## config.mk

```make
export PLATFORM = sky130hd
export DESIGN_NAME = sha_sequencer
export DESIGN_NICKNAME = d
export VERILOG_FILES = /design/src/rtl/sha_pkg.sv /design/src/rtl/sha_sequencer.sv
export SDC_FILE = /design/constraint.sdc
export NUM_CORES = 1
export LEC_CHECK = 0
export BUFFER_PORTS_ARGS = -buffer_cell sky130_fd_sc_hd__buf_2
export CAP_MARGIN = 20
export CORE_MARGIN = 2
export CORE_UTILIZATION = 49
export DETAILED_ROUTE_END_ITERATION = 8
export GPL_ROUTABILITY_DRIVEN = 0
export PLACE_DENSITY = 0.8
export RECOVER_POWER = 50
export SLEW_MARGIN = 10
export SYNTH_ARGS = -nofsm -noshare
export SYNTH_HDL_FRONTEND = slang
export SYNTH_SLANG_ARGS = --single-unit
export TNS_END_PERCENT = 20
```

## constraint.sdc

```tcl
create_clock -name clk -period 3.7 [get_ports clk]
set_input_delay 0.74 -clock clk [delete_from_list [all_inputs] [get_ports clk]]
set_output_delay 0.74 -clock clk [all_outputs]
set_load 0.05 [all_outputs]
```

## src/rtl/sha_pkg.sv

```systemverilog
// Shared constants for the SHA-256 core sequencer: state encoding, core
// command opcodes and block/digest word counts.
package sha_pkg;

  localparam logic [2:0] ST_IDLE  = 3'd0;
  localparam logic [2:0] ST_LOAD  = 3'd1;
  localparam logic [2:0] ST_START = 3'd2;
  localparam logic [2:0] ST_WAIT  = 3'd3;
  localparam logic [2:0] ST_READ  = 3'd4;
  localparam logic [2:0] ST_OUT   = 3'd5;

  localparam logic [1:0] OP_READ  = 2'b01;
  localparam logic [1:0] OP_WRITE = 2'b10;
  localparam logic [1:0] OP_START = 2'b11;

  localparam int BLK_WORDS = 16;
  localparam int DIG_WORDS = 8;

endpackage

```

## src/rtl/sha_sequencer.sv

```systemverilog
// Streams 16-word blocks into a SHA-256 core, starts it, and returns the 8-word digest.
// Optional busy watchdog enabled by defining SHA_SEQ_TIMEOUT_EN.
module sha_sequencer
  import sha_pkg::*;
#(
  parameter int BUSY_TIMEOUT = 1024
) (
  input  logic        clk,
  input  logic        rst,
  input  logic        blk_valid,
  input  logic [31:0] blk_word,
  input  logic        blk_first,
  output logic        blk_ready,
  output logic        dig_valid,
  output logic [31:0] dig_word,
  output logic        dig_last,
  input  logic        dig_ready,
  output logic [31:0] text_i,
  input  logic [31:0] text_o,
  output logic [2:0]  cmd_i,
  output logic        cmd_w_i,
  input  logic [3:0]  cmd_o,
  output logic        busy,
  output logic        error
);

  logic [2:0]  state_q, state_d;
  logic [3:0]  cnt_q, cnt_d;
  logic        first_q, first_d;
  logic [2:0]  idx_q, idx_d;
  logic [1:0]  rph_q, rph_d;
  logic        settle_q, settle_d;
  logic        rdy_en_q, rdy_en_d;
  logic [31:0] text_q, text_d;
  logic [2:0]  cmd_q, cmd_d;
  logic        cmd_w_q, cmd_w_d;
  logic [31:0] dig_word_q, dig_word_d;
  logic        accept;
  logic        unused_bits;

`ifdef SHA_SEQ_TIMEOUT_EN
  localparam int TW = $clog2(BUSY_TIMEOUT + 1) + 1;
  logic [TW-1:0] to_cnt_q, to_cnt_d;
  logic          error_q, error_d;
  assign error = error_q;
`else
  assign error = 1'b0;
`endif

  assign unused_bits = ^{cmd_o[2:0], BUSY_TIMEOUT};

  // blk_ready stays low for the first edge after reset release.
  assign blk_ready = rdy_en_q && (state_q == ST_IDLE || state_q == ST_LOAD);
  assign accept    = blk_valid && blk_ready;
  assign dig_valid = (state_q == ST_OUT);
  assign dig_last  = dig_valid && (idx_q == 3'(DIG_WORDS - 1));
  assign dig_word  = dig_word_q;
  assign text_i    = text_q;
  assign cmd_i     = cmd_q;
  assign cmd_w_i   = cmd_w_q;
  assign busy      = (state_q != ST_IDLE);

  always_comb begin
    state_d    = state_q;
    cnt_d      = cnt_q;
    first_d    = first_q;
    idx_d      = idx_q;
    rph_d      = rph_q;
    settle_d   = settle_q;
    rdy_en_d   = 1'b1;
    text_d     = text_q;
    cmd_d      = 3'b000;
    cmd_w_d    = 1'b0;
    dig_word_d = dig_word_q;
`ifdef SHA_SEQ_TIMEOUT_EN
    to_cnt_d   = to_cnt_q;
    error_d    = error_q;
`endif
    // All core commands are registered: they appear one cycle after the decision.
    case (state_q)
      ST_IDLE: begin
        if (accept) begin
          first_d = blk_first;
          cnt_d   = 4'd1;
          text_d  = blk_word;
          cmd_d   = {1'b0, OP_WRITE};
          cmd_w_d = 1'b1;
          state_d = ST_LOAD;
        end
      end
      ST_LOAD: begin
        if (accept) begin
          text_d  = blk_word;
          cmd_d   = {1'b0, OP_WRITE};
          cmd_w_d = 1'b1;
          cnt_d   = cnt_q + 4'd1;
          if (cnt_q == 4'(BLK_WORDS - 1)) begin
            cnt_d   = 4'd0;
            state_d = ST_START;
          end
        end
      end
      ST_START: begin
        cmd_d    = {first_q, OP_START};
        cmd_w_d  = 1'b1;
        settle_d = 1'b1;
        state_d  = ST_WAIT;
`ifdef SHA_SEQ_TIMEOUT_EN
        to_cnt_d = '0;
`endif
      end
      ST_WAIT: begin
        // The first WAIT cycle carries the start strobe; busy has not risen yet.
        settle_d = 1'b0;
        if (!settle_q && !cmd_o[3]) begin
          idx_d   = 3'd0;
          rph_d   = 2'd0;
          state_d = ST_READ;
        end
`ifdef SHA_SEQ_TIMEOUT_EN
        else if (to_cnt_q >= TW'(BUSY_TIMEOUT - 1)) begin
          error_d = 1'b1;
          state_d = ST_IDLE;
        end else begin
          to_cnt_d = to_cnt_q + 1'b1;
        end
`endif
      end
      ST_READ: begin
        case (rph_q)
          2'd0: begin
            text_d  = {29'd0, idx_q};
            cmd_d   = {1'b0, OP_READ};
            cmd_w_d = 1'b1;
            rph_d   = 2'd1;
          end
          2'd1: rph_d = 2'd2;
          default: begin
            dig_word_d = text_o;
            rph_d      = 2'd0;
            state_d    = ST_OUT;
          end
        endcase
      end
      ST_OUT: begin
        if (dig_ready) begin
          if (idx_q == 3'(DIG_WORDS - 1)) begin
            idx_d   = 3'd0;
            state_d = ST_IDLE;
          end else begin
            idx_d   = idx_q + 3'd1;
            state_d = ST_READ;
          end
        end
      end
      default: state_d = ST_IDLE;
    endcase
  end

  always_ff @(posedge clk or posedge rst) begin
    if (rst) begin
      state_q    <= ST_IDLE;
      cnt_q      <= 4'd0;
      first_q    <= 1'b0;
      idx_q      <= 3'd0;
      rph_q      <= 2'd0;
      settle_q   <= 1'b0;
      rdy_en_q   <= 1'b0;
      text_q     <= 32'd0;
      cmd_q      <= 3'd0;
      cmd_w_q    <= 1'b0;
      dig_word_q <= 32'd0;
    end else begin
      state_q    <= state_d;
      cnt_q      <= cnt_d;
      first_q    <= first_d;
      idx_q      <= idx_d;
      rph_q      <= rph_d;
      settle_q   <= settle_d;
      rdy_en_q   <= rdy_en_d;
      text_q     <= text_d;
      cmd_q      <= cmd_d;
      cmd_w_q    <= cmd_w_d;
      dig_word_q <= dig_word_d;
    end
  end

`ifdef SHA_SEQ_TIMEOUT_EN
  always_ff @(posedge clk or posedge rst) begin
    if (rst) begin
      to_cnt_q <= '0;
      error_q  <= 1'b0;
    end else begin
      to_cnt_q <= to_cnt_d;
      error_q  <= error_d;
    end
  end
`endif

endmodule

```

; Yosys cells after proc, flatten, opt, wreduce, memory -nomap -nowiden
; Index checks and enable logic that the tools add are counted.
[word_totals]
regBits = 83
inputBits = 73
output_inout_bits = 73
elab_cells = 83
[op_classes]
n_addsub = 2
eq_ne = 16
muxes = 29
n_bitwise = 1
n_reduce_logical = 24
[op_table]
columns = cell, count
row1 = 32-bit 2-to-1 mux, 2
row2 = 32-bit case mux with 2 select lines, 1
row3 = 3-bit 2-to-1 mux, 10
row4 = 3-bit case mux with 6 select lines, 1
row5 = 4-bit 2-to-1 mux, 3
row6 = 2-bit != test (second input constant), 5
row7 = 2-bit nonzero test, 5
row8 = 3-bit == test (second input constant), 3
row9 = 3-bit case mux with 3 select lines, 1
row10 = 3-bit AND reduction, 3
row11 = 2-bit case mux with 2 select lines, 2
row12 = 4-bit case mux with 2 select lines, 1
row13 = 3-bit by 2-bit == test with 1-bit output (second input constant), 2
row14 = 2-bit by 1-bit != test with 1-bit output (second input constant), 3
row15 = 3-bit case mux with 2 select lines, 1
row16 = 2-bit AND reduction, 3
row17 = 6-bit AND reduction, 1
row18 = 4-bit by 1-bit adder with 4-bit output (second input constant), 1
row19 = 4-bit == test (second input constant), 1
row20 = 1-bit logical AND, 4
row21 = 2-bit 2-to-1 mux, 2
row22 = 2-bit OR reduction, 2
row23 = 3-bit by 1-bit adder with 3-bit output (second input constant), 1
row24 = 3-bit by 1-bit == test with 1-bit output (second input constant), 1
row25 = other kinds (10), 13

; Longest topological paths before layout
; Gate-level depths: netlist of run 1.
[logic_depth]
ltp_word = 6
ltp_mapped = 6
mapped_depth_nobuf = 4

; Worst setup path after synthesis of run 1
; OpenSTA, ideal clock, no wires.
[synth_path]
path_type = flip-flop to output port
start = register state_q[1]
end = output blk_ready
arrival_time_ns = 1.847
required_time_ns = 2.960
slack_ns = 1.113
stages_incl_launch_ff = 4
path_buffers = 2
path_cell_list = dfrtp_1 buf_6 clkbuf_1 nor3b_1
[synth_between]
elab_chain_cells = 3
elab_cells_between_ends = 4
cone_classes = eq/ne (1) / reduce/logical (3)
[synth_lines]
columns = element, line_no
row1 = "start, declared", sha_sequencer.sv:27  ; logic [2:0] state_q, state_d;
row2 = "start signal, assigned", sha_sequencer.sv:174  ; state_q <= state_d;
row3 = 3-bit by 1-bit == test with 1-bit output / 3-bit zero test (equally long branches), sha_sequencer.sv:53  ; assign blk_ready = rdy_en_q && (state_q == ST_IDLE || state_q == ST_LOAD);
row4 = 1-bit logical OR *, sha_sequencer.sv:53
row5 = 1-bit logical AND *, sha_sequencer.sv:53
row6 = "end, declared", sha_sequencer.sv:13  ; output logic blk_ready,
; Every way passes the cells marked *; elsewhere a longest branch is shown, timed or not.

==> results.sh, run 1 <==
export IMPL_final_area_mm2=0.00457
export IMPL_rr_worst_depth=4
export IMPL_crit_arrival_ps=2720
export IMPL_status="finished with violations"
export IMPL_hold_path_class="register to register"
export IMPL_synth_top_flop_cell="dfrtp_1"
export IMPL_synth_largest_area_cell="dfrtp_1"
export IMPL_rsz0062_at_grt="no"
export IMPL_power_switching_uw=2060
export IMPL_die_h_um=90.9
export IMPL_yosysMostFrequentCell="dfrtp_1"
export IMPL_worstPathCellList="buf_2, clkinvlp_2, clkbuf_1"
export IMPL_fmax_mhz=390
export IMPL_setup_violations=0
export IMPL_cts_hold_buf=0
export IMPL_routed_wirelength_mm=8.50
export IMPL_final_cells=543
export IMPL_syn_num_nets=380
export IMPL_worstMarginPinSlew_ps=1610
export IMPL_rrSetupSlack_ps=1150
export IMPL_worst_skew_pair_late_latency_ps=340
export IMPL_ys_async_sr_fraction=1.00
export IMPL_core_area_mm2=0.00729
export IMPL_total_power_uw=4160
export IMPL_wl_met3_um=518
export IMPL_rows=31
export IMPL_antenna_cells=0
export IMPL_cts_resized=0
export IMPL_clkPwrFrac=0.157
export IMPL_hp_start="cnt_q[1]"
export IMPL_startpoint_type="input pin"
export IMPL_hold_depth=2
export IMPL_cts_max_level=3
export IMPL_seq_area_frac_synth=0.562
export IMPL_p_seq_frac=0.356
export IMPL_period_share=0.693
export IMPL_tns_ps=0
export IMPL_syn_avg_cell_area_um2=12.2
export IMPL_hold_viol=0
export IMPL_synth_cell_types=44
export IMPL_m1WireLength_mm=3.74
export IMPL_slew_violations=30
export IMPL_clock_path_buffers=2
export IMPL_cts_sinks=83
export IMPL_place_inst=527
export IMPL_cp_slowest_cell="clkbuf_1"
export IMPL_die_width_um=90.9
export IMPL_synth_edf_count=0
export IMPL_cts_tree="built"
export IMPL_dr_pass1_iters=4
export IMPL_nets=515
export IMPL_critPathCaptureType="asynchronous set/reset pin"
export IMPL_drcViolationCount=0
export IMPL_pwr_share_comb=0.487
export IMPL_antenna_found_initial=0
export IMPL_drive_above_1_share=0.410
export IMPL_fin_util=0.627
export IMPL_dp_hpwl_mm=6.10
export IMPL_dieArea_mm2=0.00825
export IMPL_cpPeakStageDelay_ps=1230
export IMPL_synth_area_mm2=0.00370
export IMPL_met2_length_mm=4.16
export IMPL_grt_usage=0.210
export IMPL_placed_area_mm2=0.00441
export IMPL_worstReg2RegStart="state_q[2]"
export IMPL_clk_pin_slew_worst_paths_ps=80
export IMPL_worstPathRequired_ps=3860
export IMPL_cp_max_fo=29
export IMPL_yosys_top_cells_area="dfrtp_1 56%, mux2_4 12%, nand3_1 4.3%"
export IMPL_swShare=0.495
export IMPL_clockRootBuffer="clkbuf_8"
export IMPL_vias=2757
export IMPL_syn_to_final_growth_pct=23.8
export IMPL_overflow=0
export IMPL_critPathKind="input pin to asynchronous set/reset pin"
export IMPL_p_leak_uw=0.00234
export IMPL_start_util=0.507
export IMPL_synthTopCellsByCount="83 x dfrtp_1, 32 x inv_1, 32 x nand3_1"
export IMPL_cap_violations=1
export IMPL_r2r_end="dig_word[23]"
export IMPL_maxSlewHeadroom=-0.0716
export IMPL_whs_endpoint="cnt_q[1]"
export IMPL_first_global_vias=2676
export IMPL_skew_ps=10.3
export IMPL_portBuffers=141
export IMPL_fin_crit_ps=2560
export IMPL_yosysWarnings=0
export IMPL_failed_checks="capacitance limit, slew limit"
export IMPL_detail_route_antenna_nets=0
export IMPL_grt_pass1_wl_mm=13.8
export IMPL_via_per_inst=5.08
export IMPL_p_int_uw=2100
export IMPL_top_layer_used="met4"
export IMPL_grt_max_degree=35
export IMPL_synthDominantCellAreaShare=0.562
export IMPL_io_pins=146
export IMPL_drtIter0Drc=87
export IMPL_cp_startpoint="rst"
export IMPL_wl_per_cell_um=15.7
export IMPL_cts_setup_buffers=0
export IMPL_vdd_drop_max_v=0.000505
export IMPL_synth_seq_cells=83
export IMPL_numCtsBuffers=9
export IMPL_synth_cells=304
export IMPL_powerDensity_mw_per_mm2=909
placed cells by master (no fill, tap or decap), drive strengths merged, types with 5 or more instances in the layout:
master,n
nand3,32
buf,120
clkbuf,35
o21ai,34
nor3b,6
inv,33
nor2,5
mux2,42
dfrtp,83
nand2,10
stage by stage:
| step | hold WS, ps | worst slack (ps) |
|---|---|---|
| 2_1_floorplan | 466 | 823 |
| 5_1_grt | 527 | 714 |
| 3_5_place_dp | 476 | 1150 |
| 4_1_cts | 364 | 1140 |
| 3_3_place_gp | 479 | 1200 |
| 6_report | 499 | 1140 |
flip-flops by register name, summed over array words and instances, names as in the netlist:
name / flops
idx_q: 3
text_i: 32
settle_q: 1
cnt_q: 4
rdy_en_q: 1
cmd_w_i: 1
cmd_i: 3
dig_word: 32
rph_q: 2
first_q: 1
state_q: 3
power groups by stage:
stage	Combinational [uW]	Clock (uW)	Sequential, uW
3_3_place_gp	2030	0	1470
3_5_place_dp	2060	0	1490
2_1_floorplan	707	0	2370
4_1_cts	2070	672	1470
5_1_grt	2150	712	1530
6_report	2030	651	1480
area by class of cell:
class	count	area, um2
flip-flops and latches	83	2080
inverters	32	121
well taps	99	124
clock buffers	10	128
multi-input cells	168	1350
fillers	602	2720
repair buffers	145	702
clock inverters	6	72.6
critical path, delay by kind of cell:
kind | cells | cell delay, ps
buffers and inverters | 3 | 1960
logic make-up (layout without fill, tap and decap cells):
kind of cell,count (synthesis),in the layout,share of synthesized area
adders and majority gates,3,3,0.0102
muxes,42,42,0.158
DFF,83,83,0.562
AOI/OAI and AO/OA,50,50,0.0802
and+or+nand+nor,71,71,0.110
other,2,2,0.00203
buffers and inverters,53,193,0.0772
how the worst max path moves through the flow:
| stage | end | slack (ps) | cells after the start |
|---|---|---|---|
| floorplan | cmd_i[0] | 820 | 1 |
| global placement | dig_word[17] | 1200 | 4 |
| detailed placement | dig_word[15] | 1150 | 4 |
| CTS | dig_word[23] | 1140 | 4 |
| global route | cnt_q[2] | 710 | 3 |
| finish | rph_q[1] | 1140 | 3 |
layer usage:
layer / vias up / global-route usage
met5: - / 0
met4: 0 / 0.0568
met3: 11 / 0.0442
met2: 100 / 0.356
met1: 1334 / 0.274
li1: 1312 / -
(Power assumes the default switching activity.)
==> run 2: changes to the inputs <==
--- a/config.mk
+++ b/config.mk
@@ -5,13 +5,14 @@
 export SDC_FILE = /design/constraint.sdc
 export NUM_CORES = 1
 export LEC_CHECK = 0
+export ABC_AREA = 1
 export BUFFER_PORTS_ARGS = -buffer_cell sky130_fd_sc_hd__buf_2
 export CAP_MARGIN = 20
 export CORE_MARGIN = 2
-export CORE_UTILIZATION = 49
+export CORE_UTILIZATION = 48
 export DETAILED_ROUTE_END_ITERATION = 8
 export GPL_ROUTABILITY_DRIVEN = 0
-export PLACE_DENSITY = 0.8
+export PLACE_DENSITY = 0.79
 export RECOVER_POWER = 50
 export SLEW_MARGIN = 10
 export SYNTH_ARGS = -nofsm -noshare
==> constraint.sdc (replaced) <==
create_clock -name clk -period 2.55 [get_ports clk]
set_input_delay 0.51 -clock clk [delete_from_list [all_inputs] [get_ports clk]]
set_output_delay 0.51 -clock clk [all_outputs]
set_load 0.05 [all_outputs]
==> results.sh, run 2 <==
export IMPL_status="complete, no violations"
export IMPL_syn_avg_cell_area_um2=8.99
export IMPL_p_leak_uw=0.00249
export IMPL_met1_usage=0.275
export IMPL_vdd_drop_max_v=0.000629
export IMPL_startpoint_type="register"
export IMPL_crit_top_cell="nor2_1"
export IMPL_first_global_vias=3074
export IMPL_yosysWarnings=0
export IMPL_skew_ps=9.03
export IMPL_drtIter0Drc=187
export IMPL_yosys_top_cells_area="dfrtp_1 57%, nand2_1 17%, nand3_1 5.6%"
export IMPL_synth_seq_cells=83
export IMPL_die_width_um=91.3
export IMPL_cap_violations=0
export IMPL_vias=3155
export IMPL_dr_pass1_iters=4
export IMPL_numCtsBuffers=9
export IMPL_critPathCaptureType="output pin"
export IMPL_clk_pin_slew_worst_paths_ps=80
export IMPL_drcViolationCount=0
export IMPL_period_share=0.806
export IMPL_seq_area_frac_synth=0.568
export IMPL_p_int_uw=3000
export IMPL_cts_hold_buf=0
export IMPL_clockRootBuffer="clkbuf_8"
export IMPL_rows=31
export IMPL_top_usage_layer="met2"
export IMPL_nets=618
export IMPL_ys_async_sr_fraction=1.00
export IMPL_antenna_found_initial=0
export IMPL_grt_pass1_wl_mm=14.4
export IMPL_placed_area_mm2=0.00438
export IMPL_grt_max_degree=63
export IMPL_cts_max_level=3
export IMPL_fmax_mhz=487
export IMPL_pwr_share_comb=0.542
export IMPL_crit_arrival_ps=1540
export IMPL_met3_usage=0.0498
export IMPL_cts_sinks=83
export IMPL_antenna_cells=0
export IMPL_syn_num_nets=483
export IMPL_cts_tree="built"
export IMPL_clock_path_buffers=2
export IMPL_cp_max_fo=9
export IMPL_syn_to_final_growth_pct=22.1
export IMPL_met2_usage=0.365
export IMPL_synth_largest_area_cell="dfrtp_1"
export IMPL_maxSlewHeadroom=0.313
export IMPL_powerDensity_mw_per_mm2=1480
export IMPL_synth_cell_types=27
export IMPL_clkPwrFrac=0.119
export IMPL_final_area_mm2=0.00447
export IMPL_final_cell_mix="166 x nand2_1, 116 x buf_2, 83 x dfrtp_1, 41 x nand3_1, 29 x clkbuf_1"
export IMPL_start_util=0.499
export IMPL_grt_usage=0.216
export IMPL_p_seq_frac=0.340
export IMPL_critPathTopFamily="flip-flops"
export IMPL_synthDominantCellAreaShare=0.568
export IMPL_cpPeakStageDelay_ps=510
export IMPL_routed_wirelength_mm=8.39
export IMPL_fin_crit_ps=2050
export IMPL_power_switching_uw=3630
export IMPL_synthTopCellsByCount="166 x nand2_1, 83 x dfrtp_1, 41 x nand3_1"
export IMPL_hold_viol=0
export IMPL_dp_hpwl_mm=5.98
export IMPL_cts_setup_buffers=0
export IMPL_wl_per_cell_um=13.0
export IMPL_yosysMostFrequentCell="nand2_1"
export IMPL_worst_skew_pair_late_latency_ps=350
export IMPL_io_pins=146
export IMPL_swShare=0.548
export IMPL_cp_slowest_cell="dfrtp_1"
export IMPL_setup_violations=0
export IMPL_detail_route_antenna_nets=0
export IMPL_hold_path_class="input pin to asynchronous set/reset pin"
export IMPL_worstMarginPinSlew_ps=1020
export IMPL_slew_violations=0
export IMPL_rsz0062_at_grt="no"
export IMPL_portBuffers=141
export IMPL_worstPathRequired_ps=2040
export IMPL_overflow=0
export IMPL_core_area_mm2=0.00733
export IMPL_synth_cells=407
export IMPL_drive_above_1_share=0.300
export IMPL_synth_top_flop_cell="dfrtp_1"
export IMPL_dieArea_mm2=0.00833
export IMPL_tns_ps=0
export IMPL_die_h_um=91.3
export IMPL_critPathKind="register to output pin"
export IMPL_synth_edf_count=0
export IMPL_via_per_inst=4.89
export IMPL_mostFrequentLayoutCell="nand2_1"
export IMPL_cts_resized=0
export IMPL_synth_area_mm2=0.00366
export IMPL_worstPathCellList="nor2_1, inv_2, nor2_1, buf_2"
export IMPL_worst_path_buf_inv=2
[run 2: cell count changes in the layout (fill, tap and decap cells not counted), moves of 3 or more]
cell / before / now
mux2_2: 11 / 0
o21ai_0: 24 / 8
nor3b_1: 5 / 0
nand3_1: 32 / 41
nand2_1: 10 / 166
o21ai_2: 0 / 22
nand2b_1: 3 / 0
nor2_1: 5 / 11
a22o_1: 3 / 0
clkbuf_2: 0 / 3
inv_1: 31 / 20
clkbuf_1: 26 / 29
mux2_4: 30 / 0
[run 2: power by group through the flow]
stage / sequential (uW) / combinational (uW) / clock, uW
finish: 2250 / 3590 / 786
global route: 2330 / 3850 / 876
CTS: 2250 / 3690 / 807
detailed placement: 2270 / 3690 / 0
global placement: 2240 / 3620 / 0
floorplan: 4090 / 1060 / 0
[run 2: cell families (layout without fill, tap and decap cells)]
group / after synthesis / after routing / share of synthesized area
and+or+nand+nor: 226 / 226 / 0.258
DFF: 83 / 83 / 0.568
AOI/OAI and AO/OA: 47 / 47 / 0.0907
buffers and inverters: 45 / 184 / 0.0684
adders and majority gates: 3 / 3 / 0.0103
other: 2 / 2 / 0.00205
xor gates and xnor gates: 1 / 1 / 0.00240
[run 2: path summary, 6_finish.rpt]
path	startpoint	endpoint	slack (ps)	depth (start not counted)
max	state_q[2]	blk_ready	500	4
min	rst	dig_word[24]	330	2
max reg2reg	state_q[1]	text_i[17]	590	6
min reg2reg	dig_word[11]	dig_word[11]	470	2
max in group asynchronous	rst	rdy_en_q	980	3
min in group clk	blk_first	first_q	390	3
[run 2: through the flow]
stage | setup slack (ps) | total power (uW) | hold WS (ps) | util | std cells
2_1_floorplan | 711 | 5150 | 457 | - | 407
3_3_place_gp | 787 | 5860 | 450 | 0.598 | 630
3_5_place_dp | 734 | 5950 | 453 | 0.598 | 630
4_1_cts | 560 | 6750 | 212 | 0.618 | 645
5_1_grt | 369 | 7050 | 382 | 0.609 | 645
6_report | 495 | 6630 | 335 | 0.609 | 645
[run 2: metal layers]
metal  part of all wire  wire length [um]
met1               0.42              3550
met2               0.51              4240
met5                  0                 0
met4              0.014               121
met3              0.057               482
[run 2: area by class of cell]
type | instances | area [um2]
Clock inverter | 2 | 13.8
Fill cell | 668 | 2860
Inverter | 22 | 83.8
Clock buffer | 13 | 139
Multi-Input combinational cell | 279 | 1320
Timing Repair Buffer | 147 | 712
Sequential cell | 83 | 2080
Tap cell | 99 | 124
[run 2: worst reg2reg max path, stage by stage (launching register included)]
cell and delay, ps:
dfrtp_1 470, nor2_1 290, nand4_2 210, nand2_2 150, nand2_4 370, nand2_1 270
o21ai_2 70
==> run 3: changes to the inputs <==
==> constraint.sdc (replaced) <==
create_clock -name clk -period 2.09 [get_ports clk]
set_input_delay 0.418 -clock clk [delete_from_list [all_inputs] [get_ports clk]]
set_output_delay 0.418 -clock clk [all_outputs]
set_load 0.05 [all_outputs]
==> results.sh, run 3 (synthesis results as in run 2) <==
export IMPL_status="complete, no violations"
export IMPL_final_cell_mix="166 x nand2_1, 113 x buf_2, 83 x dfrtp_1, 41 x nand3_1, 28 x clkbuf_1"
export IMPL_drive_above_1_share=0.305
export IMPL_drcViolationCount=0
export IMPL_grt_usage=0.211
export IMPL_cts_setup_buffers=0
export IMPL_mostFrequentLayoutCell="nand2_1"
export IMPL_grt_max_degree=63
export IMPL_core_area_mm2=0.00733
export IMPL_cpPeakStageDelay_ps=500
export IMPL_die_width_um=91.3
export IMPL_overflow=0
export IMPL_rsz0062_at_grt="no"
export IMPL_tns_ps=0
export IMPL_cts_hold_buf=0
export IMPL_numCtsBuffers=9
export IMPL_p_leak_uw=0.00253
export IMPL_vdd_drop_max_v=0.000849
export IMPL_skew_ps=10.1
export IMPL_worst_path_buf_inv=2
export IMPL_first_global_vias=2982
export IMPL_p_seq_frac=0.325
export IMPL_vias=3103
export IMPL_cp_max_fo=9
export IMPL_worstReg2RegStart="state_q[1]"
export IMPL_startpoint_type="register"
export IMPL_clkPwrFrac=0.154
export IMPL_powerDensity_mw_per_mm2=1840
export IMPL_dieArea_mm2=0.00833
export IMPL_routed_wirelength_mm=8.46
export IMPL_p_int_uw=3920
export IMPL_placed_area_mm2=0.00439
export IMPL_nets=618
export IMPL_worst_skew_pair_late_latency_ps=350
export IMPL_crit_top_cell="nor2_1"
export IMPL_power_switching_uw=4520
export IMPL_antenna_found_initial=0
export IMPL_worstPathRequired_ps=1670
export IMPL_cp_slowest_cell="dfrtp_1"
export IMPL_detail_route_antenna_nets=0
export IMPL_hold_viol=0
export IMPL_hold_path_class="input pin to register"
export IMPL_via_per_inst=4.80
export IMPL_setup_violations=0
export IMPL_dr_pass1_iters=5
export IMPL_syn_to_final_growth_pct=25.0
export IMPL_critPathKind="register to output pin"
export IMPL_wl_per_cell_um=13.1
export IMPL_cts_sinks=83
export IMPL_fin_crit_ps=1960
export IMPL_final_cells=646
export IMPL_crit_arrival_ps=1540
export IMPL_cts_resized=0
export IMPL_slew_violations=0
export IMPL_period_share=0.937
export IMPL_critPathCaptureType="output pin"
export IMPL_io_pins=146
export IMPL_fmax_mhz=511
export IMPL_cap_violations=0
export IMPL_clock_path_buffers=2
export IMPL_swShare=0.536
export IMPL_critPathTopFamily="flip-flops"
export IMPL_cts_tree="built"
export IMPL_maxSlewHeadroom=0.192
export IMPL_clockRootBuffer="clkbuf_8"
export IMPL_die_h_um=91.3
export IMPL_rows=31
export IMPL_cp_startpoint="state_q[2]"
export IMPL_place_inst=630
export IMPL_pwr_share_comb=0.521
export IMPL_hp_start="text_o[17]"
export IMPL_clk_pin_slew_worst_paths_ps=90
export IMPL_cts_max_level=3
export IMPL_worstMarginPinSlew_ps=1210
export IMPL_start_util=0.499
export IMPL_worstPathCellList="nor2_1, inv_2, nor2_1, buf_2"
export IMPL_grt_pass1_wl_mm=14.2
export IMPL_drtIter0Drc=109
export IMPL_antenna_cells=0
export IMPL_portBuffers=141
export IMPL_final_area_mm2=0.00457
export IMPL_dp_hpwl_mm=5.92
run 3: cell types whose count changed in the layout (fill, tap and decap cells not counted), moves of 2 or more:
cell | previous run | this run
clkbuf_2 | 3 | 0
o21ai_1 | 11 | 13
buf_12 | 0 | 2
bufinv_16 | 0 | 2
o21ai_0 | 8 | 6
buf_2 | 116 | 113
inv_6 | 0 | 3
run 3: layer usage:
metal | track usage | wire [um]
met2 | 0.354 | 4120
met5 | 0 | 0
met4 | 0.0884 | 173
met1 | 0.271 | 3700
met3 | 0.0382 | 468
run 3: final timing paths:
kind | end | slack, ps | depth (start not counted)
max reg2reg | text_i[28] | 250 | 6
max in group asynchronous | text_i[15] | 1070 | 3
min | dig_word[17] | 290 | 3
min reg2reg | dig_word[27] | 470 | 2
max | blk_ready | 130 | 4
min in group asynchronous | dig_word[20] | 300 | 2
run 3: power groups by stage:
stage	sequential (uW)	clock (uW)	combinational, uW
detailed placement	2760	0	4490
floorplan	4990	0	1300
CTS	2730	1320	4510
global route	2840	1420	4680
finish	2740	1300	4400
global placement	2730	0	4420
run 3: cell type report:
cell class                 instances  area [um2]
multi-input combinational        279        1330
sequential                        83        2080
inverter                          22        83.8
fill                             666        2760
tap                               99         124
timing repair buffer             147         741
clock inverter                     7        98.8
clock buffer                       9         124
run 3: tightest hold or removal path, delay by kind of cell:
kind                   cells  cell delay [ps]
and+or+nand+nor            2              120
buffers and inverters      1               70
run 3: metrics by stage:
step	hold WS, ps	setup slack, ps	total power (uW)	util
after floorplan	457	343	6280	-
after global placement	449	322	7160	0.599
after detailed placement	453	265	7250	0.599
after CTS	131	145	8560	0.630
after global routing	283	52.2	8940	0.624
final	293	132	8430	0.624
